[src/rtl/sinc3_seq.sv]
// Channel sequencer for a shared sinc3 decimator: selects, resets, settles and captures one word per enabled channel.
// Optional settle/capture watchdog with sticky timeout_err is enabled by defining SINC3_SEQ_TIMEOUT_EN.
module sinc3_seq #(
    parameter int NCH          = 4,
    parameter int CHW          = 2,
    parameter int SETTLE_WORDS = 2,
    parameter int RST_CYCLES   = 4,
    parameter int TIMEOUT      = 1024
) (
    input  logic           mclk1,
    input  logic           reset_n,
    input  logic           start,
    input  logic           stop,
    input  logic           continuous,
    input  logic [NCH-1:0] chan_mask,
    input  logic           word_clk,
    input  logic [15:0]    filt_data,
    output logic [CHW-1:0] chan_sel,
    output logic           filt_reset,
    output logic [15:0]    out_data,
    output logic [CHW-1:0] out_chan,
    output logic           out_valid,
    input  logic           out_ready,
    output logic           busy,
    output logic           overrun
`ifdef SINC3_SEQ_TIMEOUT_EN
    ,
    output logic           timeout_err
`endif
);

    localparam int RW = $clog2(RST_CYCLES + 1);
    localparam int SW = (SETTLE_WORDS > 0) ? $clog2(SETTLE_WORDS + 1) : 1;
    localparam logic [RW-1:0] RST_LAST = RW'(RST_CYCLES - 1);
    localparam logic [SW-1:0] SETTLE_N = SW'(SETTLE_WORDS);

    typedef enum logic [2:0] {
        IDLE    = 3'd0,
        FLUSH   = 3'd1,
        SETTLE  = 3'd2,
        CAPTURE = 3'd3,
        NEXT    = 3'd4
    } state_t;

    state_t         state_q, state_d;
    logic [NCH-1:0] mask_q, mask_d;
    logic           cont_q, cont_d;
    logic [CHW-1:0] chan_q, chan_d;
    logic           frst_q, frst_d;
    logic [RW-1:0]  rst_cnt_q, rst_cnt_d;
    logic [SW-1:0]  settle_cnt_q, settle_cnt_d;
    logic           wc_q;
    logic [15:0]    out_data_q, out_data_d;
    logic [CHW-1:0] out_chan_q, out_chan_d;
    logic           out_valid_q, out_valid_d;
    logic           overrun_q, overrun_d;
    logic           wc_edge;

`ifdef SINC3_SEQ_TIMEOUT_EN
    localparam int WDW = $clog2(TIMEOUT + 1);
    localparam logic [WDW-1:0] WD_LAST = WDW'(TIMEOUT - 1);
    logic [WDW-1:0] wd_q, wd_d;
    logic           tmo_q, tmo_d;
`endif

    // Lowest set bit of the start mask, lowest set bit of the latched mask, next set bit above chan_q.
    logic [CHW-1:0] lo_in_ch, lo_q_ch, nxt_ch;
    logic           nxt_found;

    always_comb begin
        lo_in_ch  = '0;
        lo_q_ch   = '0;
        nxt_ch    = '0;
        nxt_found = 1'b0;
        for (int i = NCH - 1; i >= 0; i--) begin
            if (chan_mask[i]) lo_in_ch = CHW'(i);
            if (mask_q[i]) lo_q_ch = CHW'(i);
            if (mask_q[i] && (i > int'(chan_q))) begin
                nxt_ch    = CHW'(i);
                nxt_found = 1'b1;
            end
        end
    end

    assign wc_edge = word_clk & ~wc_q;

    always_comb begin
        state_d      = state_q;
        mask_d       = mask_q;
        cont_d       = cont_q;
        chan_d       = chan_q;
        frst_d       = 1'b0;
        rst_cnt_d    = rst_cnt_q;
        settle_cnt_d = settle_cnt_q;
        out_data_d   = out_data_q;
        out_chan_d   = out_chan_q;
        out_valid_d  = out_valid_q & ~out_ready;
        overrun_d    = overrun_q;
`ifdef SINC3_SEQ_TIMEOUT_EN
        wd_d         = wd_q;
        tmo_d        = tmo_q;
`endif
        if (stop) begin
            state_d = IDLE;
        end else begin
            case (state_q)
                IDLE: begin
                    if (start && (|chan_mask)) begin
                        mask_d    = chan_mask;
                        cont_d    = continuous;
                        chan_d    = lo_in_ch;
                        overrun_d = 1'b0;
                        frst_d    = 1'b1;
                        rst_cnt_d = '0;
                        state_d   = FLUSH;
`ifdef SINC3_SEQ_TIMEOUT_EN
                        tmo_d     = 1'b0;
`endif
                    end
                end
                FLUSH: begin
                    if (rst_cnt_q == RST_LAST) begin
                        settle_cnt_d = '0;
                        state_d      = SETTLE;
                    end else begin
                        frst_d    = 1'b1;
                        rst_cnt_d = rst_cnt_q + 1'b1;
                    end
                end
                SETTLE: begin
                    if (SETTLE_WORDS == 0) begin
                        state_d = CAPTURE;
                    end else if (wc_edge) begin
                        settle_cnt_d = settle_cnt_q + 1'b1;
                        if (settle_cnt_d == SETTLE_N) state_d = CAPTURE;
                    end
                end
                CAPTURE: begin
                    if (wc_edge) begin
                        // A word still waiting for acceptance wins; the new one is dropped.
                        if (!out_valid_q || out_ready) begin
                            out_data_d  = filt_data;
                            out_chan_d  = chan_q;
                            out_valid_d = 1'b1;
                        end else begin
                            overrun_d = 1'b1;
                        end
                        state_d = NEXT;
                    end
                end
                NEXT: begin
                    if (nxt_found) begin
                        chan_d    = nxt_ch;
                        frst_d    = 1'b1;
                        rst_cnt_d = '0;
                        state_d   = FLUSH;
                    end else if (cont_q) begin
                        chan_d    = lo_q_ch;
                        frst_d    = 1'b1;
                        rst_cnt_d = '0;
                        state_d   = FLUSH;
                    end else begin
                        state_d = IDLE;
                    end
                end
                default: state_d = IDLE;
            endcase
`ifdef SINC3_SEQ_TIMEOUT_EN
            if (state_q == FLUSH) begin
                wd_d = '0;
            end else if ((state_q == SETTLE) || (state_q == CAPTURE)) begin
                if (wc_edge || (state_d != state_q)) begin
                    wd_d = '0;
                end else if (wd_q == WD_LAST) begin
                    tmo_d   = 1'b1;
                    state_d = IDLE;
                end else begin
                    wd_d = wd_q + 1'b1;
                end
            end
`endif
        end
    end

    always_ff @(posedge mclk1 or negedge reset_n) begin
        if (!reset_n) begin
            state_q      <= IDLE;
            mask_q       <= '0;
            cont_q       <= 1'b0;
            chan_q       <= '0;
            frst_q       <= 1'b0;
            rst_cnt_q    <= '0;
            settle_cnt_q <= '0;
            wc_q         <= 1'b0;
            out_data_q   <= '0;
            out_chan_q   <= '0;
            out_valid_q  <= 1'b0;
            overrun_q    <= 1'b0;
`ifdef SINC3_SEQ_TIMEOUT_EN
            wd_q         <= '0;
            tmo_q        <= 1'b0;
`endif
        end else begin
            state_q      <= state_d;
            mask_q       <= mask_d;
            cont_q       <= cont_d;
            chan_q       <= chan_d;
            frst_q       <= frst_d;
            rst_cnt_q    <= rst_cnt_d;
            settle_cnt_q <= settle_cnt_d;
            wc_q         <= word_clk;
            out_data_q   <= out_data_d;
            out_chan_q   <= out_chan_d;
            out_valid_q  <= out_valid_d;
            overrun_q    <= overrun_d;
`ifdef SINC3_SEQ_TIMEOUT_EN
            wd_q         <= wd_d;
            tmo_q        <= tmo_d;
`endif
        end
    end

    assign chan_sel   = chan_q;
    assign filt_reset = frst_q;
    assign out_data   = out_data_q;
    assign out_chan   = out_chan_q;
    assign out_valid  = out_valid_q;
    assign busy       = (state_q != IDLE);
    assign overrun    = overrun_q;
`ifdef SINC3_SEQ_TIMEOUT_EN
    assign timeout_err = tmo_q;
`endif

endmodule

[config.mk]
export PLATFORM = sky130hd
export DESIGN_NAME = sinc3_seq
export DESIGN_NICKNAME = d
export VERILOG_FILES = /design/src/rtl/sinc3_seq.sv
export SDC_FILE = /design/constraint.sdc
export NUM_CORES = 1
export LEC_CHECK = 0
export CAP_MARGIN = 20
export CORE_UTILIZATION = 50
export CTS_CLUSTER_SIZE = 8
export DETAILED_ROUTE_END_ITERATION = 10
export GPL_TIMING_DRIVEN = 0
export PLACE_DENSITY = 0.85
export SETUP_SLACK_MARGIN = 0.2
export SYNTH_ARGS = -nofsm -noshare
export SYNTH_HDL_FRONTEND = slang
export SYNTH_SLANG_ARGS = --single-unit
[constraint.sdc]
create_clock -name mclk1 -period 2.85 [get_ports mclk1]
set_clock_uncertainty 0.1 [all_clocks]
set_input_delay 0.285 -clock mclk1 [delete_from_list [all_inputs] [get_ports mclk1]]
set_output_delay 0.285 -clock mclk1 [all_outputs]
set_load 0.05 [all_outputs]
Word-level counts from Yosys, hierarchy flattened --
Index checks and enable logic that the tools add are counted.
Word-level totals: flip-flop bits (word level) 37, bits of input ports 27
Cells by class: add/sub/neg operators 2, order comparisons 3, equal/unequal tests 18, mux-type cells 49, bitwise gates (word level) 5, reduce and logical (&&, ||, !) cells 20
Operators by type and width (count):
- $mux W2 | 16
- $mux W3 | 10
- $ne A3 B3 Y1 const B | 6
- $mux W1 | 17
- $pmux W3 S5 | 1
- $reduce_and A5 Y1 | 3
- $ne A2 B2 Y1 const B | 6
- $reduce_and A4 Y1 | 3
- $eq A3 B2 Y1 const B | 3
- $pmux W3 S3 | 1
- $pmux W2 S2 | 2
- $reduce_bool A2 Y1 | 3
- $reduce_bool A3 Y1 | 2
- $gt A2 B2 Y1 const A | 2
- $logic_and A1 B1 Y1 | 4
- $reduce_or A4 Y1 | 1
- $add A3 B1 Y3 const B | 1
- $eq A3 B1 Y1 const B | 1
- $eq A3 B3 Y1 const B | 1
- $logic_not A3 Y1 | 1
- $not A1 Y1 | 3
- $pmux W1 S3 | 1
- $reduce_and A3 Y1 | 1
- $add A2 B1 Y2 const B | 1
- 6 further kinds | 7

Logic depth before layout (Yosys ltp) --
Gate-level depths: netlist (run 1).
word-level depth 8, mapped depth 6, mapped depth without buffers 6

Worst setup path after synthesis (run 1) --
No wires, ideal clock.
path type reg-to-reg, start point register chan_q[1], in the netlist chan_sel[1], end point register chan_q[1], in the netlist chan_sel[1], setup time 125 ps, data arrival time 1705 ps, path slack 920 ps, cell stages (with the launch flop) 6, clock period less this slack 1930 ps, path through dfrtp_1 > clkbuf_1 > nand2b_1 > a21oi_1 > o221a_2 > mux2_2
Between the ends: cells in the longest elaborated chain, start to end 7, elaborated cells between the ends (all ways) 16, those cells by class order compare (3); eq/ne (1); mux (8); reduce/logical (4)
RTL lines:
- start, declared | line 48 | logic [CHW-1:0] chan_q, chan_d;
- start signal, assigned | line 207 | chan_q <= chan_d;
- $gt A2 B2 Y1 | line 78 | if (mask_q[i] && (i > int'(chan_q))) begin
- $logic_and A1 B1 Y1 | line 78
- $mux W1 or $mux W2 (tied branches) (3 in series) | line 78
- $ne A3 B3 Y1 (no source line) or $mux W2 (tied branches)
- $reduce_and A4 Y1 (no source line) or $pmux W2 S2 (tied branches)
Parallel ways exist; a longest one is shown, timed or not. A chain may end at the register's enable or synchronous reset.

Final worst setup path (run 1) --
start point register state_q[0], end point output busy
Between the ends: cells in the longest elaborated chain, start to end 1
RTL lines:
- start, declared | line 45 | state_t state_q, state_d;
- start signal, assigned | line 204 | state_q <= state_d;
- $reduce_bool A3 Y1 | line 228 | assign busy = (state_q != IDLE);
- end, declared | line 24 | output logic busy,
No other way between the ends.

==> flow_metrics.tcl, run 1 <==
set metrics [dict create \
    status "finished clean" \
    setup_viol 0 \
    p_sw_mw 0.389 \
    required_ns 2.47 \
    ctsResizeCount 0 \
    synth.distinct_cells 40 \
    syn_area_per_cell_sq_um 12.3 \
    synthTopCellsByArea "dfrtp_1 (51%), mux2_2 (9.4%), mux2_4 (8.3%), ha_1 (2.1%), nor2b_1 (2.1%)" \
    cts_setup_buffers 0 \
    vias 1342 \
    fp.dieH_um 62.0 \
    cts_buffers 5 \
    cts_buffer_depth 2 \
    rr_startpoint "state_q[2]" \
    core-area_sq_um 3390 \
    crit_chain "clkbuf_1, or3_1, clkdlybuf4s50_1" \
    yosys_warnings 0 \
    ant_nets 0 \
    start_util_pct 53.1 \
    critical_path.top_delay_family "buffers and inverters" \
    rr_endpoint "out_data[12]" \
    syn_inst 146 \
    use_met3_pct 7.25 \
    tns_ns 0 \
    cts-root-buf "clkbuf_4" \
    hold_path.class "in2reg" \
    powerDensity_nw_per_um2 534 \
    layout-drive-gt1-share_pct 21.6 \
    wl_per_cell_um 14.9 \
    io_buffers 50 \
    cts_tree "done" \
    die_area_sq_um 3840 \
    netlist_area_sq_um 1800 \
    rrSetupSlack_ns 0.88 \
    worst-endpoint-arrival_ns 2.04 \
    rows 21 \
    crit_fanout 10 \
    syn2layout_area_growth_pct 35.3 \
    crit_end "busy" \
    wirelength_mm 3.72 \
    crit_start "state_q[0]" \
    grt-ovfl-total 0 \
    worst_slew_pin_slew_ns 0.808 \
    clkTransAtPathRegs_ns 0.11 \
    dpl.hpwl_mm 2.78 \
    htree_levels 2 \
    antenna_found_initial 0 \
    power.internal_mw 0.911 \
    synth-seq-cells 37 \
    drt_pass1_iterations 4 \
    grt_max_degree 38 \
    ys.flop_type "dfrtp_1" \
    p_clk_share_pct 26.8 \
    synth_top_area_share_pct 51.4 \
    clock_latency_ns 0.34 \
    drt_iter0_drc 22 \
    max_slew_margin_pct 46.1 \
    rsz0062_at_grt "false" \
    total_power_mw 1.30 \
    gr-max-usage-layer "met2" \
    worstSetupPathType "reg2out" \
    clock_sinks 37 \
    fmax_mhz 412 \
    async_flop_share_pct 100 \
    grt_pass1_vias 1353 \
    cpPeakStageDelay_ns 0.70 \
    p_leak_nw 1.08 \
    use_met2_pct 36.8 \
    synth_edf_count 0 \
    cp_slowest_cell "clkdlybuf4s50_1" \
    hold_viol_final 0 \
    grt_usage_pct 21.3 \
    crit_cells 3 \
    drc_errors 0 \
    num_antenna_cells 0 \
    synth_area_leader_cell "dfrtp_1" \
    ys_top_cells_by_count "dfrtp_1 (37), mux2_2 (15), mux2_4 (10)" \
    ys_seq_area_share_pct 51.4 \
    viasPerCell 5.37 \
    ir_drop_mv 0.348 \
    switching_share_pct 30.0 \
    syn_nets 176 \
    period_needed_ns 2.43 \
    fillers 231 \
    grt_pass1_wl_mm 5.80 \
    end_kind "primary output" \
    ios 51 \
    maxCapViolCount 0 \
    slew_violations 0 \
    yosysMostFrequentCell "dfrtp_1" \
    p_seq_share_pct 48.1 \
    die_w_um 62.0 \
    combPwrFrac_pct 25.1 \
    cp_num_buf_inv 2 \
    finalNetCount 234 \
    finalCritPeriodShare_pct 85.2 \
    reg2reg_depth 6 \
    use_met1_pct 23.4 \
    globalplace.congestion 0.886 \
    worst_setup_path_start_kind "register" \
]
[registers in the layout, summed over array words and instances (netlist names)]
register,flops
out_data,16
mask_q,4
rst_cnt_q,3
state_q,3
chan_sel,2
out_chan,2
settle_cnt_q,2
cont_q,1
filt_reset,1
out_valid,1
overrun,1
wc_q,1
[worst min path at each step]
stage / start / to / slack [ns] / depth (start not counted)
global placement: overrun / overrun / 0.38 / 1
CTS: word_clk / wc_q / 0.32 / 1
finish: word_clk / wc_q / 0.33 / 1
global route: word_clk / wc_q / 0.32 / 1
floorplan: reset_n / chan_sel[0] / -0.11 / 0
detailed placement: reset_n / wc_q / 0.32 / 1
[power groups by stage]
stage	Sequential [mW]	Clock [mW]	Combinational [mW]
floorplan	0.676	0	0.161
global placement	0.630	0	0.313
detailed placement	0.634	0	0.326
CTS	0.623	0.361	0.328
global route	0.632	0.383	0.358
finish	0.625	0.349	0.326
[worst register-to-register path, stage by stage, from the launching register on]
cell	delay, ns
dfrtp_1	0.39
buf_6	0.14
nor3b_4	0.23
nand3_2	0.16
a21oi_4	0.34
buf_12	0.20
mux2_4	0.31
[cell families (layout without fill, tap and decap cells)]
| group | after synthesis | in the layout | synth area share, % |
|---|---|---|---|
| buf+inv | 13 | 71 | 4.10 |
| simple gates | 37 | 37 | 12.0 |
| mux | 26 | 26 | 18.3 |
| compound gates | 30 | 30 | 12.2 |
| flops | 37 | 37 | 51.4 |
| fa+ha+maj | 3 | 3 | 2.09 |
[through the flow]
stage          hold WS, ns  utilization [%]  cells  setup WS (ns)  area (sq um)
3_3_place_gp         0.378             69.6    242          0.529          2360
2_1_floorplan       -0.111                -    146          0.920          1800
4_1_cts              0.319             71.9    250          0.403          2440
3_5_place_dp         0.322             69.4    242          0.487          2350
6_report             0.330             71.9    250          0.423          2440
5_1_grt              0.324             71.9    250          0.313          2440
[what timing repair did]
action	CTS	global route
hold endpoints to repair	37	0
setup endpoints to repair	0	0
hold buffers	1	0
[placed cells by master, fill, tap and decap left out, types with 2 or more instances in the layout]
cell and instances:
a21oi_1 4, mux2_2 15, or3b_2 2, dfrtp_1 37, o21bai_1 2, o22ai_1 3, nand2b_1 4, clkbuf_4 5
o21a_1 3, nand3_1 4, nand2_1 6, inv_1 8, nor3_1 3, ha_1 3, clkbuf_1 2, nor2_1 6
nor2b_1 6, mux2_4 10, clkdlybuf4s50_1 49, buf_2 2, a31oi_1 2, o21ai_0 5
[layout make-up]
class | count | area [sq um] | area share [%]
Timing Repair Buffer | 51 | 505 | 20.7
Clock buffer | 5 | 37.5 | 1.54
Clock inverter | 2 | 35.0 | 1.44
Inverter | 8 | 30.0 | 1.23
Buffer | 5 | 43.8 | 1.80
Multi-Input combinational cell | 96 | 801 | 32.9
Sequential cell | 37 | 926 | 38.0
Tap cell | 46 | 57.6 | 2.36
[layer usage]
metal  wire (um)  vias up
met5           0        -
met4          73        0
met2        1950       36
li1            -      637
met1        1520      660
met3         171        9
Power figures use the tool's default switching activity.
==> run 2: changes to the inputs <==
--- a/config.mk
+++ b/config.mk
@@ -6,6 +6,7 @@
 export NUM_CORES = 1
 export LEC_CHECK = 0
 export CAP_MARGIN = 20
+export CORE_MARGIN = 4
 export CORE_UTILIZATION = 50
 export CTS_CLUSTER_SIZE = 8
 export DETAILED_ROUTE_END_ITERATION = 10
==> run 2 against run 1 <==
Against the previous run:
- final cell count up 0.40%
- count of clock-buffer cells in the layout up 2
- non-clock buffer count unchanged
- maximum frequency is 0.94% lower
- critical path type unchanged
- critical endpoint unchanged
- largest cell class unchanged
==> flow_metrics.tcl, run 2 (same netlist as run 1, synthesis figures left out) <==
set metrics [dict create \
    status "finished clean" \
    finalCritPeriodShare_pct 86.0 \
    rsz0062_at_grt "false" \
    grt_max_degree 38 \
    worst_setup_path_start_kind "register" \
    whs_ns 0.332 \
    globalplace.congestion 0.946 \
    dp.cells 242 \
    fmax_mhz 408 \
    die_area_sq_um 4620 \
    htree_levels 2 \
    cts-root-buf "clkbuf_4" \
    p_leak_nw 1.09 \
    io_buffers 50 \
    start_util_pct 52.7 \
    layout-drive-gt1-share_pct 21.5 \
    total_power_mw 1.34 \
    hold_viol_final 0 \
    powerDensity_nw_per_um2 546 \
    ios 51 \
    layout_common_cells "clkdlybuf4s50_1 (49), dfrtp_1 (37), mux2_2 (15), mux2_4 (10), inv_1 (8)" \
    drt_pass1_iterations 4 \
    maxCapViolCount 0 \
    required_ns 2.47 \
    cts_tree "done" \
    ir_drop_mv 0.359 \
    wirelength_mm 4.02 \
    clock_sinks 37 \
    syn2layout_area_growth_pct 36.0 \
    grt_pass1_wl_mm 6.27 \
    final_common_cell "clkdlybuf4s50_1" \
    ant_nets 0 \
    crit_fanout 10 \
    max_slew_margin_pct 46.8 \
    cts_hold_buf 1 \
    cts_buffers 5 \
    grt-ovfl-total 0 \
    finalNetCount 234 \
    vias 1365 \
    stdcell_count 251 \
    drt_iter0_drc 67 \
    hold_path.class "in2reg" \
    drc_errors 0 \
    ctsResizeCount 0 \
    dpl.hpwl_mm 3.08 \
    antenna_found_initial 0 \
    viasPerCell 5.44 \
    die_w_um 68.0 \
    worstSetupPathType "reg2out" \
    grt_pass1_vias 1409 \
    largest_reg_flops 16 \
    cts_buffer_depth 2 \
    num_antenna_cells 0 \
    wl_per_cell_um 16.0 \
    slew_violations 0 \
    worst-endpoint-arrival_ns 2.07 \
    period_needed_ns 2.45 \
    setup_viol 0 \
    cts_setup_buffers 0 \
    fp.dieH_um 68.0 \
    core-area_sq_um 3420 \
    worst_slew_pin_slew_ns 0.799 \
    rows 21 \
    clkTransAtPathRegs_ns 0.12 \
    end_kind "primary output" \
    clock_latency_ns 0.35 \
    grt_usage_pct 18.4 \
    tns_ns 0 \
]
-- run 2: final timing paths --
kind | startpoint | cells past startpoint | slack [ns] | to
setup / recovery | state_q[0] | 3 | 0.40 | busy
hold / removal | word_clk | 1 | 0.33 | wc_q
setup reg to reg | state_q[2] | 6 | 0.86 | out_data[11]
hold reg to reg | overrun | 1 | 0.40 | overrun
max in group asynchronous | reset_n | 2 | 1.68 | out_data[11]
min in group asynchronous | reset_n | 2 | 0.44 | mask_q[3]
-- run 2: layout make-up --
cell class	count	area (sq um)
plain buffers	5	43.8
flip-flops and latches	37	926
multi-input cells	96	801
inverters	8	30.0
clock buffers	7	55.1
repair buffers	51	505
fillers	247	967
well taps	46	57.6
clock inverters	1	30.0
-- run 2: power by group --
group / internal, mW / switching, mW / total [mW] / leakage [nW]
logic: 0.153 / 0.177 / 0.330 / 0.551
clock network: 0.210 / 0.169 / 0.379 / 0.0455
registers: 0.580 / 0.0481 / 0.628 / 0.489
total: 0.942 / 0.394 / 1.34 / 1.09
-- run 2: through the flow --
| step | setup slack (ns) | cell area [sq um] | utilization (%) |
|---|---|---|---|
| 6_report | 0.400 | 2450 | 71.7 |
| 5_1_grt | 0.304 | 2450 | 71.7 |
| 4_1_cts | 0.388 | 2450 | 71.7 |
| 3_5_place_dp | 0.452 | 2350 | 68.9 |
| 3_3_place_gp | 0.520 | 2360 | 69.0 |
| 2_1_floorplan | 0.920 | 1800 | - |
-- run 2: worst max-delay path, cell delays in order, from the launching register on --
cell and delay, ns:
dfrtp_1 0.43, clkbuf_1 0.21, or3_1 0.37, clkdlybuf4s50_1 0.70
-- run 2: routing by layer --
metal | vias to the layer above | wire length, um | global-route usage (%) | share of wire, %
li1 | 642 | - | - | -
met1 | 663 | 1520 | 21.2 | 38
met2 | 44 | 2210 | 32.3 | 55
met3 | 16 | 160 | 3.78 | 4.0
met4 | 0 | 122 | 9.43 | 3.0
met5 | - | 0 | 0 | 0
==> edit 1, RTL diff (flow settings as in run 2) <==
Build with the macro `SINC3_SEQ_TIMEOUT_EN` defined.
--- a/src/rtl/sinc3_seq.sv
+++ b/src/rtl/sinc3_seq.sv
@@ -1,5 +1,7 @@
 // Channel sequencer for a shared sinc3 decimator: selects, resets, settles and captures one word per enabled channel.
 // Optional settle/capture watchdog with sticky timeout_err is enabled by defining SINC3_SEQ_TIMEOUT_EN.
+`define SINC3_SEQ_TIMEOUT_EN
+
 module sinc3_seq #(
     parameter int NCH          = 4,
     parameter int CHW          = 2,
Function (old outputs only; new: timeout_err): no difference found for any inputs over 10 cycles, from zero or initial values and one cycle with reset_n low; that may be too few to reach the edited logic, so the function may still have changed.
==> edit 1 against run 2 <==
Global-route usage grew 0.65 points. Non-clock buffer count grew 5. Synthesized area grew 34%. Power grew 22%. Sequential cell count grew 12. Maximum frequency grew 2.0%. Worst setup slack gained 0.048 ns. Wire length grew 33%. Via count grew 41%. Design area grew 27%. Core utilization shrank 2.5 points. Final cell count grew 35%.
==> edit 1: results (changes against run 2) <==
[status] result of the run complete, no violations
[synth] post-synthesis average cell area 10.7 um2 [-14%]
[route] routed length per placed instance 15.9 um [-0.92%]
[power_and_ir_drop] net switching fraction of the power 29.0% [-0.46 points]
[worst_hold_path] destination of the worst hold path state_q[0]
[route] met2 routed WL 2550 um [+15%]
[placed_design] weighted congestion reported at the end of routability-driven placement 0.835 [-12%]
[synth] post-synthesis cell type count 46 [+15%]
[grt] global router's overall resource usage 19.1% [+0.65 points]
[placed_design] Post-DP Area 2990 um2 [+27%]
[synth] Post-Syn Nets 257 [+46%]
[placed_design] Detailed Place HPWL 3950 um [+28%]
[power_and_ir_drop] Clk network pwr share 30.5% [+2.2 points]
[setup_path] worst flop-to-flop path endpoint out_data[0]
[clock_network] clock latency at the later pin of the worst-skew pair 0.30 ns [-0.05 ns]
[grt] number of global-route vias before repair 2,025 [+44%]
[route] initial detailed-routing violation count 84 [+25%]
[layout] non-filler cells, final 338 [+35%]
[sta] relative max-transition margin 56.7% [+10 points]
[power_and_ir_drop] worst ir drop on vdd 0.294 mV [-18%]
[placed_design] Inst Count DP 329 [+36%]
[synth] leading post-synthesis cells by instance count 49 x dfrtp_1, 26 x mux2_2, 19 x nor2_1, 17 x nand2_1, 14 x a21oi_1
[grt] global routing met3 resource utilization 5.90% [+2.1 points]
[synth] main area contributors after synthesis dfrtp_1 51%, mux2_2 12%, nor2_1 3.0%
[setup_path] worst setup path startpoint state_q[2]
[power_and_ir_drop] Pleak 1.38 nW [+27%]
[grt] pin count of the biggest net entering global routing 31 [-18%]
[grt] met2 global-route usage 31.5% [-0.73 points]
[layout] net count reported at finish 316 [+35%]
[sta] worst hold slack 0.194 ns [-0.138 ns]
[setup_path] r2r setup slk 0.65 ns [-0.21 ns]
[route] Met1 Wirelength 2330 um [+53%]
[clock_network] clock root cell clkbuf_8
edit 1: changes by cell type after synthesis, sizes merged, moves of 3 or more:
cell and change:
a211oi +4, a21oi +11, inv +4, o21ai +6, nand4 +4, nor3 +5, buf +3, xor2 +3
dfrtp +12, nor2 +15, nand2 +11
edit 1: logic make-up (layout without fill, tap and decap cells):
kind of cell | count (synthesis) | in the layout | synth area share [%]
adder cells (fa/ha/maj) | 4 | 4 | 2.08
multiplexers | 27 | 27 | 12.6
AND/OR/NAND/NOR | 75 | 75 | 15.8
flip-flops | 49 | 49 | 50.9
AO/OA/AOI/OAI | 47 | 47 | 13.8
XOR/XNOR | 3 | 3 | 1.09
buffers and inverters | 21 | 81 | 3.69
edit 1: layout make-up:
type                            instances  area, um2
Sequential cell                        49       1230
Buffer                                  9       43.8
Tap cell                               52       65.1
Inverter                               12       45.0
Fill cell                             346       1390
Timing Repair Buffer                   52        526
Clock inverter                          2       38.8
Clock buffer                            6       72.6
Multi-Input combinational cell        156       1100
==> edit 2, RTL diff (settings of run 2) <==
Made on the original files. `out_data_q` no longer has a reset.
--- a/src/rtl/sinc3_seq.sv
+++ b/src/rtl/sinc3_seq.sv
@@ -192,7 +192,6 @@
             rst_cnt_q    <= '0;
             settle_cnt_q <= '0;
             wc_q         <= 1'b0;
-            out_data_q   <= '0;
             out_chan_q   <= '0;
             out_valid_q  <= 1'b0;
             overrun_q    <= 1'b0;
@@ -209,7 +208,6 @@
             rst_cnt_q    <= rst_cnt_d;
             settle_cnt_q <= settle_cnt_d;
             wc_q         <= word_clk;
-            out_data_q   <= out_data_d;
             out_chan_q   <= out_chan_d;
             out_valid_q  <= out_valid_d;
             overrun_q    <= overrun_d;
@@ -218,6 +216,10 @@
             tmo_q        <= tmo_d;
 `endif
         end
+    end
+
+    always_ff @(posedge mclk1) begin
+        out_data_q <= out_data_d;
     end
 
     assign chan_sel   = chan_q;
Formal check against the unedited RTL: same outputs for any inputs over 10 cycles, from zero or initial values and one cycle with reset_n low; that may be too few to reach the edited logic, so the function may still have changed.
==> edit 2 against run 2 <==
First-iteration DRC count is 30% lower. Non-clock buffer count is 4 lower. Wire length is 15% lower. Worst setup slack better by 0.076 ns. Sequential cell count stayed put. Power is 8.5% lower. Core utilization is 0.42 points higher. Global-route usage is 0.81 points lower. Critical path depth stayed put. Maximum frequency is 3.2% higher. Design area is 11% lower. Synthesized area is 12% lower.
==> edit 2: results (changes against run 2) <==
[route] met3 wire len 332 um [+110%]
[grt] pin count of the biggest net entering global routing 22 [-42%]
[status] result of the run complete, no violations
[route] routed length per placed instance 15.2 um [-4.8%]
[setup_path] cell count of the worst reg-to-reg path 5 [-1]
[grt] number of global-route vias before repair 1,131 [-20%]
[setup_path] worst flop-to-flop path endpoint out_data[13]
[placed_design] Inst Count DP 217 [-10%]
[layout] share of layout cells above drive strength 1 11.6% [-9.9 points]
[synth] post-synthesis average cell area 12.8 um2 [+3.9%]
[setup_path] Arrival @ worst endpoint 1.99 ns [-0.08 ns]
[synth] Post-Syn Nets 153 [-13%]
[grt] met2 global-route usage 28.8% [-3.5 points]
[grt] global routing met3 resource utilization 7.38% [+3.6 points]
[placed_design] Post-DP Area 2130 um2 [-9.4%]
[synth] number of enable flip-flop cells after synthesis 16 [+16]
[placed_design] weighted congestion reported at the end of routability-driven placement 0.739 [-22%]
[synth] adder and majority cell fraction of the synthesized area 2.38% [+0.30 points]
[synth] main area contributors after synthesis dfrtp_1 33%, edfxtp_1 30%, mux2_2 4.3%
[synth] Async SR Flop Fraction 56.8% [-43 points]
[grt] first-pass GRT wire length 5470 um [-13%]
[layout] net count reported at finish 210 [-10%]
[grt] global router's overall resource usage 17.6% [-0.81 points]
[synth] post-synthesis cell type count 36 [-10%]
[layout] Filler cells 227 [-8.1%]
==> edit 2: cell types whose count changed after synthesis, moves of 3 or more <==
cell	run 2	this run
o22ai_1	3	0
nand2b_1	4	1
mux2_4	10	1
nor2b_1	6	2
mux2_2	15	6
nand3_1	4	0
dfrtp_1	37	21
nand2_1	6	12
o21a_1	3	0
a31o_1	0	3
edfxtp_1	0	16
==> edit 2: final cells by class <==
type	count	area, um2	share of cell area (%)
Buffer	2	10.0	0.458
Clock buffer	6	41.3	1.89
Clock inverter	2	10.0	0.458
Inverter	10	37.5	1.72
Multi-Input combinational cell	74	523	24.0
Sequential cell	37	1010	46.1
Tap cell	44	55.1	2.52
Timing Repair Buffer	50	500	22.9
==> edit 2: where the power goes <==
part | total [mW] | switching, mW | internal, mW | leakage (nW)
sequential | 0.676 | 0.0587 | 0.618 | 0.414
clock | 0.264 | 0.170 | 0.0940 | 0.0320
combinational | 0.282 | 0.145 | 0.137 | 0.464
total | 1.22 | 0.374 | 0.848 | 0.910
